$ cat src/rtl/id_ex_stage.sv
// id_ex_stage: ID/EX pipeline register of the 5-stage MIPS pipeline.
// Registers the operands from the register file together with the decoded
// fields for EX. It also detects load-use hazards, which stall IF/ID, and
// inserts bubbles on a stall, on a flush, or when ID holds no instruction.
// Optional feature macro: ID_WB_BYPASS_EN. When it is defined, a write from
// WB in the same cycle is forwarded into the captured operands.
//
// Flow control: id_valid qualifies every id_* field. The only backpressure
// is stall_out. While stall_out=1, ID must hold its instruction and present
// it again on the next cycle, and this stage loads a bubble. EX never
// applies backpressure, so ex_valid marks a real instruction for exactly one
// cycle.
module id_ex_stage #(
  parameter int DW    = 32,
  parameter int AW    = 5,
  parameter int CW    = 16,
  parameter int CNT_W = 16
) (
  input  logic             clk,
  input  logic             rst,
  input  logic             id_valid,
  input  logic [DW-1:0]    id_pc,
  input  logic [AW-1:0]    id_rs,
  input  logic [AW-1:0]    id_rt,
  input  logic [AW-1:0]    id_rd,
  input  logic [DW-1:0]    id_imm,
  input  logic [CW-1:0]    id_ctrl,
  input  logic             id_mem_read,
  input  logic             id_reg_write,
  input  logic [DW-1:0]    rdata_A,
  input  logic [DW-1:0]    rdata_B,
  input  logic             wb_we,
  input  logic [AW-1:0]    wb_addr,
  input  logic [DW-1:0]    wb_data,
  input  logic             flush,
  output logic             stall_out,
  output logic             ex_valid,
  output logic [DW-1:0]    ex_pc,
  output logic [DW-1:0]    ex_a,
  output logic [DW-1:0]    ex_b,
  output logic [DW-1:0]    ex_imm,
  output logic [AW-1:0]    ex_rs,
  output logic [AW-1:0]    ex_rt,
  output logic [AW-1:0]    ex_rd,
  output logic [CW-1:0]    ex_ctrl,
  output logic             ex_mem_read,
  output logic             ex_reg_write,
  output logic [CNT_W-1:0] stall_cnt
);

  logic          hazard;
  logic [DW-1:0] op_a;
  logic [DW-1:0] op_b;

  // Load-use check: the load now in EX writes a register that ID reads.
  // A flush kills the ID instruction, so a flush suppresses the stall.
  always_comb begin
    hazard = ex_valid && ex_mem_read && id_valid && (ex_rt != '0) &&
             ((ex_rt == id_rs) || (ex_rt == id_rt));
    stall_out = hazard && !flush;
  end

`ifndef ID_WB_BYPASS_EN
  // Without bypass the WB port is not needed. Reducing it here keeps it
  // visibly consumed.
  logic unused_wb;
  assign unused_wb = ^{wb_we, wb_addr, wb_data};
`endif

  // Operand select: r0 always reads 0. With bypass enabled, a WB write in
  // the same cycle takes priority over the register file read data.
  always_comb begin
    op_a = rdata_A;
    op_b = rdata_B;
`ifdef ID_WB_BYPASS_EN
    if (wb_we && (wb_addr != '0) && (wb_addr == id_rs)) op_a = wb_data;
    if (wb_we && (wb_addr != '0) && (wb_addr == id_rt)) op_b = wb_data;
`endif
    if (id_rs == '0) op_a = '0;
    if (id_rt == '0) op_b = '0;
  end

  // Pipeline register. Priority is flush, then stall, then empty ID, then
  // capture. Every bubble clears all fields so that EX state stays
  // deterministic.
  always_ff @(posedge clk or negedge rst) begin
    if (!rst) begin
      ex_valid     <= 1'b0;
      ex_pc        <= '0;
      ex_a         <= '0;
      ex_b         <= '0;
      ex_imm       <= '0;
      ex_rs        <= '0;
      ex_rt        <= '0;
      ex_rd        <= '0;
      ex_ctrl      <= '0;
      ex_mem_read  <= 1'b0;
      ex_reg_write <= 1'b0;
    end else if (flush || stall_out || !id_valid) begin
      ex_valid     <= 1'b0;
      ex_pc        <= '0;
      ex_a         <= '0;
      ex_b         <= '0;
      ex_imm       <= '0;
      ex_rs        <= '0;
      ex_rt        <= '0;
      ex_rd        <= '0;
      ex_ctrl      <= '0;
      ex_mem_read  <= 1'b0;
      ex_reg_write <= 1'b0;
    end else begin
      ex_valid     <= 1'b1;
      ex_pc        <= id_pc;
      ex_a         <= op_a;
      ex_b         <= op_b;
      ex_imm       <= id_imm;
      ex_rs        <= id_rs;
      ex_rt        <= id_rt;
      ex_rd        <= id_rd;
      ex_ctrl      <= id_ctrl;
      ex_mem_read  <= id_mem_read;
      ex_reg_write <= id_reg_write;
    end
  end

  // Saturating count of load-use bubbles only. Flush bubbles and empty-ID
  // bubbles are not counted.
  always_ff @(posedge clk or negedge rst) begin
    if (!rst) begin
      stall_cnt <= '0;
    end else if (stall_out && (stall_cnt != '1)) begin
      stall_cnt <= stall_cnt + 1'b1;
    end
  end

endmodule

$ cat config.mk
export PLATFORM = sky130hd
export DESIGN_NAME = id_ex_stage
export DESIGN_NICKNAME = d
export VERILOG_FILES = /design/src/rtl/id_ex_stage.sv
export SDC_FILE = /design/constraint.sdc
export NUM_CORES = 1
export LEC_CHECK = 0
export BUFFER_PORTS_ARGS = -buffer_cell sky130_fd_sc_hd__buf_4
export CAP_MARGIN = 10
export CORE_AREA = 2 2 147 149
export CTS_CLUSTER_SIZE = 25
export DETAILED_ROUTE_END_ITERATION = 8
export DIE_AREA = 0 0 149 151
export SLEW_MARGIN = 20
export SYNTH_ARGS = -nofsm -noshare
export SYNTH_HDL_FRONTEND = slang
export SYNTH_SLANG_ARGS = --single-unit
$ cat constraint.sdc
create_clock -name clk -period 3.3 [get_ports clk]
set_clock_uncertainty 0.15 [all_clocks]
set_input_delay 0.495 -clock clk [delete_from_list [all_inputs] [get_ports clk]]
set_output_delay 0.495 -clock clk [all_outputs]
set_load 0.03 [all_outputs]
==> impl_metrics.tcl, run 1 <==
set metrics [dict create \
    hold_path_class "in -> reg" \
    cts_buffer_depth 2 \
    firstDrtPassIters 4 \
    slew_violations 0 \
    gr-total-overflow 0 \
    finalWirelength_microns 17600 \
    path_cells "or4_4 -> o211a_4 -> and2_1 -> buf_4" \
    nets 1004 \
    synthesis.area_sq_um 6240 \
    die-height_microns 151 \
    hold_viol 0 \
    reg2reg_depth 5 \
    core_sq_um 20800 \
    cts_buffers 17 \
    worstSetupStartpointType "flop" \
    synthesis.nets 658 \
    critPathMaxStageDelay_ns 0.56 \
    htree_levels 4 \
    pin_count 382 \
    gp_congestion 0.795 \
    yosysWarnings 0 \
    drive_gt1_share_pct 47.6 \
    cts_tree "done" \
    clock.fmax_mhz 381 \
    critPathKind "reg -> out" \
    cp_max_fo 5 \
    grt_pass1_wl_microns 26300 \
    peakVddDrop_mv 0.340 \
    cts.sinks 178 \
    slew_headroom_pct 41.7 \
    initialDrtViolationCount 179 \
    num_vias 4606 \
    fill_cells 2000 \
    die-area_sq_um 22500 \
    power_leakage_nw 5.29 \
    tightest_slew_ns 0.872 \
    synth_top_area_share_pct 71.4 \
    io_buffers 343 \
    seq_area_frac_synth_pct 71.4 \
    finalSetupViolCount 0 \
    holdPathEnd "ex_ctrl[7]$_DFF_PN0_" \
    worstSkewPairLatency_ns 0.42 \
    drc 0 \
    cts_setup_buffers 0 \
    insertedDiodeCount 0 \
    r2r_slack_ns 0.97 \
    min_from "id_ctrl[7]" \
    grt_pass1_vias 4590 \
    post-place-ws_ns 0.963 \
    rsz0062_at_grt "no" \
    period_minus_slack_ns 2.62 \
    r2r_end "ex_b[23]$_DFF_PN0_" \
    synthDistinctLibCells 26 \
    syn-instance-count 454 \
    cts_root_buffer "clkbuf_16" \
    drt-vias-per-instance 4.23 \
    r2r_start "ex_rt[1]$_DFF_PN0_" \
    chipWidth_microns 149 \
    fp-row-count 53 \
    cp.required_ns 2.65 \
    finalCritPeriodShare_pct 79.5 \
    ys_ff_latch 178 \
    clk_pin_slew_ns 0.08 \
    dp_hpwl_microns 12900 \
    start_util_pct 30.0 \
    power_density_nw_per_um2 499 \
    antenna_found_initial 0 \
    end_kind "primary output" \
    grt_usage_pct 15.4 \
    status "finished, final reports clean" \
    drv_cap 0 \
    synth_top_cell_by_area "dfrtp_1" \
    postRouteAntennaNets 0 \
    syn_area_per_cell_sq_um 13.7 \
    area_delta_synth_final_pct 54.8 \
    fin_ws_ns 0.676 \
    netlist_top_cells_area "dfrtp_1 (71%), and2_1 (10%), and3_1 (7.0%)" \
    crit_slowest_cell "or4_4" \
    instances_no_fill 1088 \
    whs_path_depth 2 \
    grt_start_max_net_pins 101 \
    setup-tns-final_ns 0 \
    crit_arrival_ns 1.98 \
    wire_per_inst_microns 16.1 \
    placed_cells 1055 \
]
## critical path: cells and delay by family (launching register included)
kind            cells  cell delay [ns]
compound gates      1             0.27
buf+inv             1             0.16
flops               1             0.43
simple gates        2             0.70
## kinds of logic (layout without fill, tap and decap cells)
group	after synthesis	after routing	share of synthesized area, %
DFF	178	178	71.4
AOI/OAI and AO/OA	9	9	1.30
buffers and inverters	24	383	2.69
adders and majority gates	1	1	0.200
and+or+nand+nor	216	216	20.7
xor gates and xnor gates	24	24	3.37
muxes	2	2	0.361
## routing by layer
metal,up-vias,GRT usage [%],wire length (microns)
met3,20,5.72,1580
met4,0,5.62,306
li1,2173,-,-
met2,207,25.9,8880
met5,-,0,0
met1,2206,18.0,6790
## repair_timing
action | in CTS | in global routing
gates resized for setup | 0 | 0
hold endpoints to repair | 66 | 0
setup endpoints to repair | 0 | 0
hold buffers | 1 | 0
## metrics by stage
step,utilization [%],total power [mW],cell area (sq um),hold WS [ns]
floorplan,-,2.59,6240,0.0494
global placement,43.7,2.93,9090,0.348
detailed placement,43.7,2.94,9090,0.361
CTS,46.4,4.90,9660,0.0987
global route,46.4,5.04,9660,0.0998
finish,46.4,4.82,9660,0.121
## registers in the layout (all words and copies together), names as in the netlist
register,flops
ex_a,32
ex_b,32
ex_imm,32
ex_pc,32
ex_ctrl,16
stall_cnt,16
ex_rd,5
ex_rs,5
ex_rt,5
ex_mem_read,1
ex_reg_write,1
ex_valid,1
## cell type report
cell class / count / area (sq um) / share of cell area (%)
timing repair buffer: 351 / 2680 / 27.7
multi-input combinational: 252 / 1620 / 16.8
sequential: 178 / 4450 / 46.1
clock inverter: 15 / 139 / 1.44
tap: 275 / 344 / 3.56
clock buffer: 17 / 425 / 4.40
## cell usage in the layout, fill, tap and decap left out, types with 2 or more instances in the layout
master,count
a211oi_1,2
and2_1,101
and3_1,70
buf_12,3
buf_4,346
clkbuf_16,17
clkinv_2,2
clkinv_4,3
dfrtp_1,178
inv_6,6
inv_8,3
mux2_2,2
nand2_1,10
nand3_1,19
nand4_1,3
nor2_1,5
nor3_1,4
o22ai_1,2
xnor2_1,24
## report_power, final
| group | switching [mW] | internal [mW] |
|---|---|---|
| Sequential | 0.0257 | 2.26 |
| Clock | 0.935 | 1.00 |
| Combinational | 0.324 | 0.278 |
## Yosys cell counts
cell type    n
a21boi_4     1
nor2_1       5
a21oi_1      1
nand3_1     19
o22ai_1      2
and2_1     101
mux2_2       2
a211oi_1     2
nor3_1       4
xnor2_1     24
buf_2        1
nor3b_1      1
and3_1      70
clkbuf_1     7
nand2_1     10
or4_4        1
o211a_4      1
nand4_1      3
dfrtp_1    178
nor2b_1      1
buf_6        9
o21ai_0      1
o211ai_1     1
clkbuf_2     7
ha_1         1
nor4b_1      1
## how the worst max path moves through the flow
stage / end / from / cells past startpoint
floorplan: stall_out / ex_rt[0]$_DFF_PN0_ / 5
global route: stall_out / ex_rt[1]$_DFF_PN0_ / 4
CTS: stall_out / ex_rt[1]$_DFF_PN0_ / 4
finish: stall_out / ex_rt[1]$_DFF_PN0_ / 4
detailed placement: stall_out / flush / 7
global placement: stall_out / flush / 7
No activity file was read; power rests on OpenSTA's default activity.
==> run 2, diff against run 1 <==
==> constraint.sdc (replaced) <==
create_clock -name clk -period 2.7 [get_ports clk]
set_clock_uncertainty 0.15 [all_clocks]
set_input_delay 0.405 -clock clk [delete_from_list [all_inputs] [get_ports clk]]
set_output_delay 0.405 -clock clk [all_outputs]
set_load 0.03 [all_outputs]
==> run 2 against run 1 <==
  * Utilization up 0.090 points
  * Sequential share of layout area fell by 0.089 points
  * Global-route usage down 0.20 points
  * Register-to-register slack got worse by 0.58 ns
  * Cell count did not move
  * Design area increased by 0.19%
  * Clock-buffer cell count did not move
  * Largest cell class unchanged
  * Largest power group unchanged
==> impl_metrics.tcl, run 2 (synthesized netlist as in run 1, its figures left out) <==
set metrics [dict create \
    critPathKind "reg -> out" \
    drv_cap 0 \
    wl_met3_microns 1550 \
    cts_root_buffer "clkbuf_16" \
    die-height_microns 151 \
    path_cells "or4_4 -> o211a_4 -> and2_1 -> buf_4" \
    crit_slowest_cell "or4_4" \
    slew_violations 0 \
    core_sq_um 20800 \
    gr-total-overflow 0 \
    nets 1004 \
    start_util_pct 30.0 \
    io_buffers 343 \
    cts_buffer_depth 2 \
    clk_pin_slew_ns 0.07 \
    wl_met2_microns 8930 \
    gp_congestion 0.770 \
    min_from "id_ctrl[8]" \
    cts_setup_buffers 0 \
    finalWirelength_microns 17400 \
    reg2reg_depth 5 \
    hold_viol 0 \
    final_cell_mix "buf_4 (345), dfrtp_1 (178), and2_1 (101)" \
    r2r_end "stall_cnt[1]$_DFFE_PN0P_" \
    htree_levels 4 \
    critPathMaxStageDelay_ns 0.56 \
    layout_commonest_cell "buf_4" \
    cp.required_ns 2.14 \
    highest_layer "met4" \
    clock.fmax_mhz 393 \
    wire_per_inst_microns 16.0 \
    insertedDiodeCount 0 \
    rsz0062_at_grt "no" \
    cts_tree "done" \
    pin_count 382 \
    area_delta_synth_final_pct 55.1 \
    drt-vias-per-instance 4.18 \
    cts_buffers 17 \
    wl_met1_microns 6780 \
    firstDrtPassIters 4 \
    r2r_start "ex_rt[1]$_DFF_PN0_" \
    num_vias 4549 \
    dp_hpwl_microns 12900 \
    hold_ws_ns 0.0305 \
    grt_pass1_vias 4647 \
    drive_gt1_share_pct 47.6 \
    hold_path_class "in -> reg" \
    peakVddDrop_mv 0.385 \
    worstSetupStartpointType "flop" \
    initialDrtViolationCount 152 \
    whs_path_depth 2 \
    grt_usage_pct 15.2 \
    cts.sinks 178 \
    cts-hold-fix-buffers 1 \
    cp_max_fo 5 \
    crit_arrival_ns 1.99 \
    period_minus_slack_ns 2.54 \
    postRouteAntennaNets 0 \
    tightest_slew_ns 0.858 \
    status "finished, final reports clean" \
    grt_start_max_net_pins 97 \
    power_leakage_nw 5.29 \
    finalSetupViolCount 0 \
    drc 0 \
    worstSkewPairLatency_ns 0.42 \
    finalCritPeriodShare_pct 94.2 \
    r2r_slack_ns 0.39 \
    end_kind "primary output" \
    grt_pass1_wl_microns 25800 \
    fp-row-count 53 \
    die-area_sq_um 22500 \
    setup-tns-final_ns 0 \
    power_density_nw_per_um2 607 \
    antenna_found_initial 0 \
    cts-resized-gates 0 \
    slew_headroom_pct 42.6 \
    holdPathEnd "ex_ctrl[8]$_DFF_PN0_" \
    chipWidth_microns 149 \
]
run 2: power by group:
| group | internal [mW] | switching, mW |
|---|---|---|
| clock network | 1.22 | 1.13 |
| registers | 2.76 | 0.0318 |
| logic | 0.341 | 0.394 |
run 2: worst max path at each step:
stage	start	to	slack [ns]
after global placement	ex_rt[1]$_DFF_PN0_	stall_cnt[1]$_DFFE_PN0P_	0.42
after floorplan	ex_rt[0]$_DFF_PN0_	stall_out	0.32
after global routing	ex_rt[1]$_DFF_PN0_	stall_out	0.08
final	ex_rt[1]$_DFF_PN0_	stall_out	0.16
after CTS	ex_rt[1]$_DFF_PN0_	stall_out	0.12
after detailed placement	ex_rt[1]$_DFF_PN0_	stall_cnt[1]$_DFFE_PN0P_	0.39
run 2: area by class of cell:
cell class | instances | area (sq um)
fillers | 1953 | 11100
clock buffers | 17 | 425
multi-input cells | 252 | 1620
well taps | 275 | 344
flip-flops and latches | 178 | 4450
repair buffers | 351 | 2690
clock inverters | 15 | 145
run 2: critical path: cells and delay by family, from the launching register on:
kind,cells,cell delay [ns]
DFF,1,0.43
AOI/OAI and AO/OA,1,0.28
buffers and inverters,1,0.16
and+or+nand+nor,2,0.70
run 2: routing by layer:
metal / vias up / track usage (%)
met5: - / 0
met4: 0 / 4.14
met3: 9 / 5.90
met2: 197 / 25.9
met1: 2165 / 17.9
li1: 2178 / -
run 2: per-stage QoR:
| stage | setup slack, ns | total power [mW] | instance area [sq um] | std cells | util, % |
|---|---|---|---|---|---|
| floorplan | 0.316 | 3.16 | 6240 | 454 | - |
| global placement | 0.424 | 3.58 | 9100 | 1055 | 43.7 |
| detailed placement | 0.395 | 3.59 | 9100 | 1055 | 43.7 |
| CTS | 0.120 | 5.97 | 9680 | 1088 | 46.5 |
| global route | 0.0815 | 6.15 | 9680 | 1088 | 46.5 |
| finish | 0.157 | 5.88 | 9680 | 1088 | 46.5 |
==> run 3, diff against run 2 <==
==> constraint.sdc (replaced) <==
create_clock -name clk -period 2.7 [get_ports clk]
set_clock_uncertainty 0.15 [all_clocks]
set_input_delay 0.405 -clock clk [delete_from_list [all_inputs] [get_ports clk]]
set_output_delay 0.405 -clock clk [all_outputs]
set_load 0.1 [all_outputs]
==> run 3 against run 2 <==
  * Global-route usage shrank 0.68 points
  * Highest routed layer unchanged
  * Via count hardly changed
  * First-iteration DRC count shrank 15%
  * Maximum frequency decreased by 2.1%
  * Register-to-register slack got worse by 0.08 ns
  * Design area hardly changed
  * Largest cell class unchanged
  * Wire length down 4.0%
  * Total power grew 8.1%
==> impl_metrics.tcl, run 3 (synthesized netlist as in run 1, its figures left out) <==
set metrics [dict create \
    pin_count 382 \
    placed_cells 1055 \
    cts-resized-gates 0 \
    tightest_slew_ns 0.508 \
    drive_gt1_share_pct 48.2 \
    critPathKind "reg -> out" \
    num_vias 4545 \
    power_mw 6.36 \
    r2r_start "ex_rt[1]$_DFF_PN0_" \
    chipWidth_microns 149 \
    grt_usage_pct 14.5 \
    grt_pass1_vias 4648 \
    die-height_microns 151 \
    drt-vias-per-instance 4.18 \
    gp_congestion 0.767 \
    power_density_nw_per_um2 657 \
    period_minus_slack_ns 2.60 \
    crit_slowest_cell "or4_4" \
    worstSkewPairLatency_ns 0.42 \
    grt_start_max_net_pins 84 \
    insertedDiodeCount 0 \
    whs_path_depth 2 \
    worstSetupStartpointType "flop" \
    core_sq_um 20800 \
    grt_pass1_wl_microns 25100 \
    cts_buffer_depth 2 \
    clock.fmax_mhz 385 \
    layout_commonest_cell "buf_4" \
    fp-row-count 53 \
    firstDrtPassIters 4 \
    peakVddDrop_mv 0.383 \
    r2r_slack_ns 0.31 \
    area_delta_synth_final_pct 55.0 \
    status "finished, final reports clean" \
    finalCritPeriodShare_pct 96.2 \
    dp_hpwl_microns 12300 \
    instances_no_fill 1088 \
    hold_viol 0 \
    htree_levels 4 \
    slew_violations 0 \
    initialDrtViolationCount 129 \
    critPathMaxStageDelay_ns 0.55 \
    holdPathEnd "ex_ctrl[2]$_DFF_PN0_" \
    min_from "id_ctrl[2]" \
    r2r_end "ex_b[4]$_DFF_PN0_" \
    rsz0062_at_grt "no" \
    hold_path_class "in -> reg" \
    setup-tns-final_ns 0 \
    cts.sinks 178 \
    final_cell_mix "buf_4 (345), dfrtp_1 (173), and2_1 (100)" \
    die-area_sq_um 22500 \
    cts_root_buffer "clkbuf_16" \
    path_cells "or4_4 -> o211a_4 -> and2_4 -> buf_4" \
    hold_ws_ns 0.0334 \
    slew_headroom_pct 66.0 \
    cp_max_fo 5 \
    clk_pin_slew_ns 0.07 \
    drc 0 \
    io_buffers 343 \
    cp.required_ns 2.14 \
    cts-hold-fix-buffers 1 \
    antenna_found_initial 0 \
    postRouteAntennaNets 0 \
    wire_per_inst_microns 15.4 \
    cts_tree "done" \
    start_util_pct 30.0 \
    reg2reg_depth 5 \
    cts_setup_buffers 0 \
    end_kind "primary output" \
    crit_arrival_ns 2.04 \
    finalWirelength_microns 16700 \
    gr-total-overflow 0 \
    finalSetupViolCount 0 \
    cts_buffers 17 \
    power_leakage_nw 5.27 \
    nets 1004 \
    utilization_pct 46.5 \
    drv_cap 0 \
]
[run 3: final cells by class]
cell class                      count  area [sq um]
Clock inverter                     14           126
Multi-Input combinational cell    252          1620
Clock buffer                       18           429
Fill cell                        1974         11100
Sequential cell                   178          4460
Tap cell                          275           344
Timing Repair Buffer              351          2690
[run 3: power by group]
part	switching, mW	total, mW	leakage, nW	internal (mW)
Combinational	0.907	1.25	2.60	0.342
Sequential	0.0316	2.79	2.40	2.76
Clock	1.10	2.32	0.266	1.21
Total	2.04	6.36	5.27	4.31
[run 3: how the worst max path moves through the flow]
stage | cells after the start | slack [ns] | from | endpoint
global route | 4 | 0.04 | ex_rt[1]$_DFF_PN0_ | stall_out
detailed placement | 5 | 0.31 | ex_rt[1]$_DFF_PN0_ | ex_b[29]$_DFF_PN0_
finish | 4 | 0.10 | ex_rt[1]$_DFF_PN0_ | stall_out
CTS | 4 | 0.07 | ex_rt[1]$_DFF_PN0_ | stall_out
global placement | 5 | 0.33 | ex_rt[1]$_DFF_PN0_ | ex_b[29]$_DFF_PN0_
floorplan | 6 | 0.02 | stall_cnt[0]$_DFFE_PN0P_ | stall_cnt[1]$_DFFE_PN0P_
[run 3: critical path, delay by kind of cell, from the launching register on]
family          cells  cell delay, ns
simple gates        2            0.69
flops               1            0.44
compound gates      1            0.27
buf+inv             1            0.22
[run 3: stage by stage]
step           setup slack [ns]  cell area (sq um)
2_1_floorplan            0.0153               6250
3_3_place_gp              0.330               9110
3_5_place_dp              0.314               9110
4_1_cts                  0.0737               9670
5_1_grt                  0.0445               9670
6_report                  0.103               9670
[run 3: routing by layer]
layer | part of all wire [%] | global-route usage [%]
met5 | 0 | 0
met2 | 50 | 24.2
met4 | 1.8 | 5.76
met1 | 38 | 17.1
met3 | 9.3 | 5.30
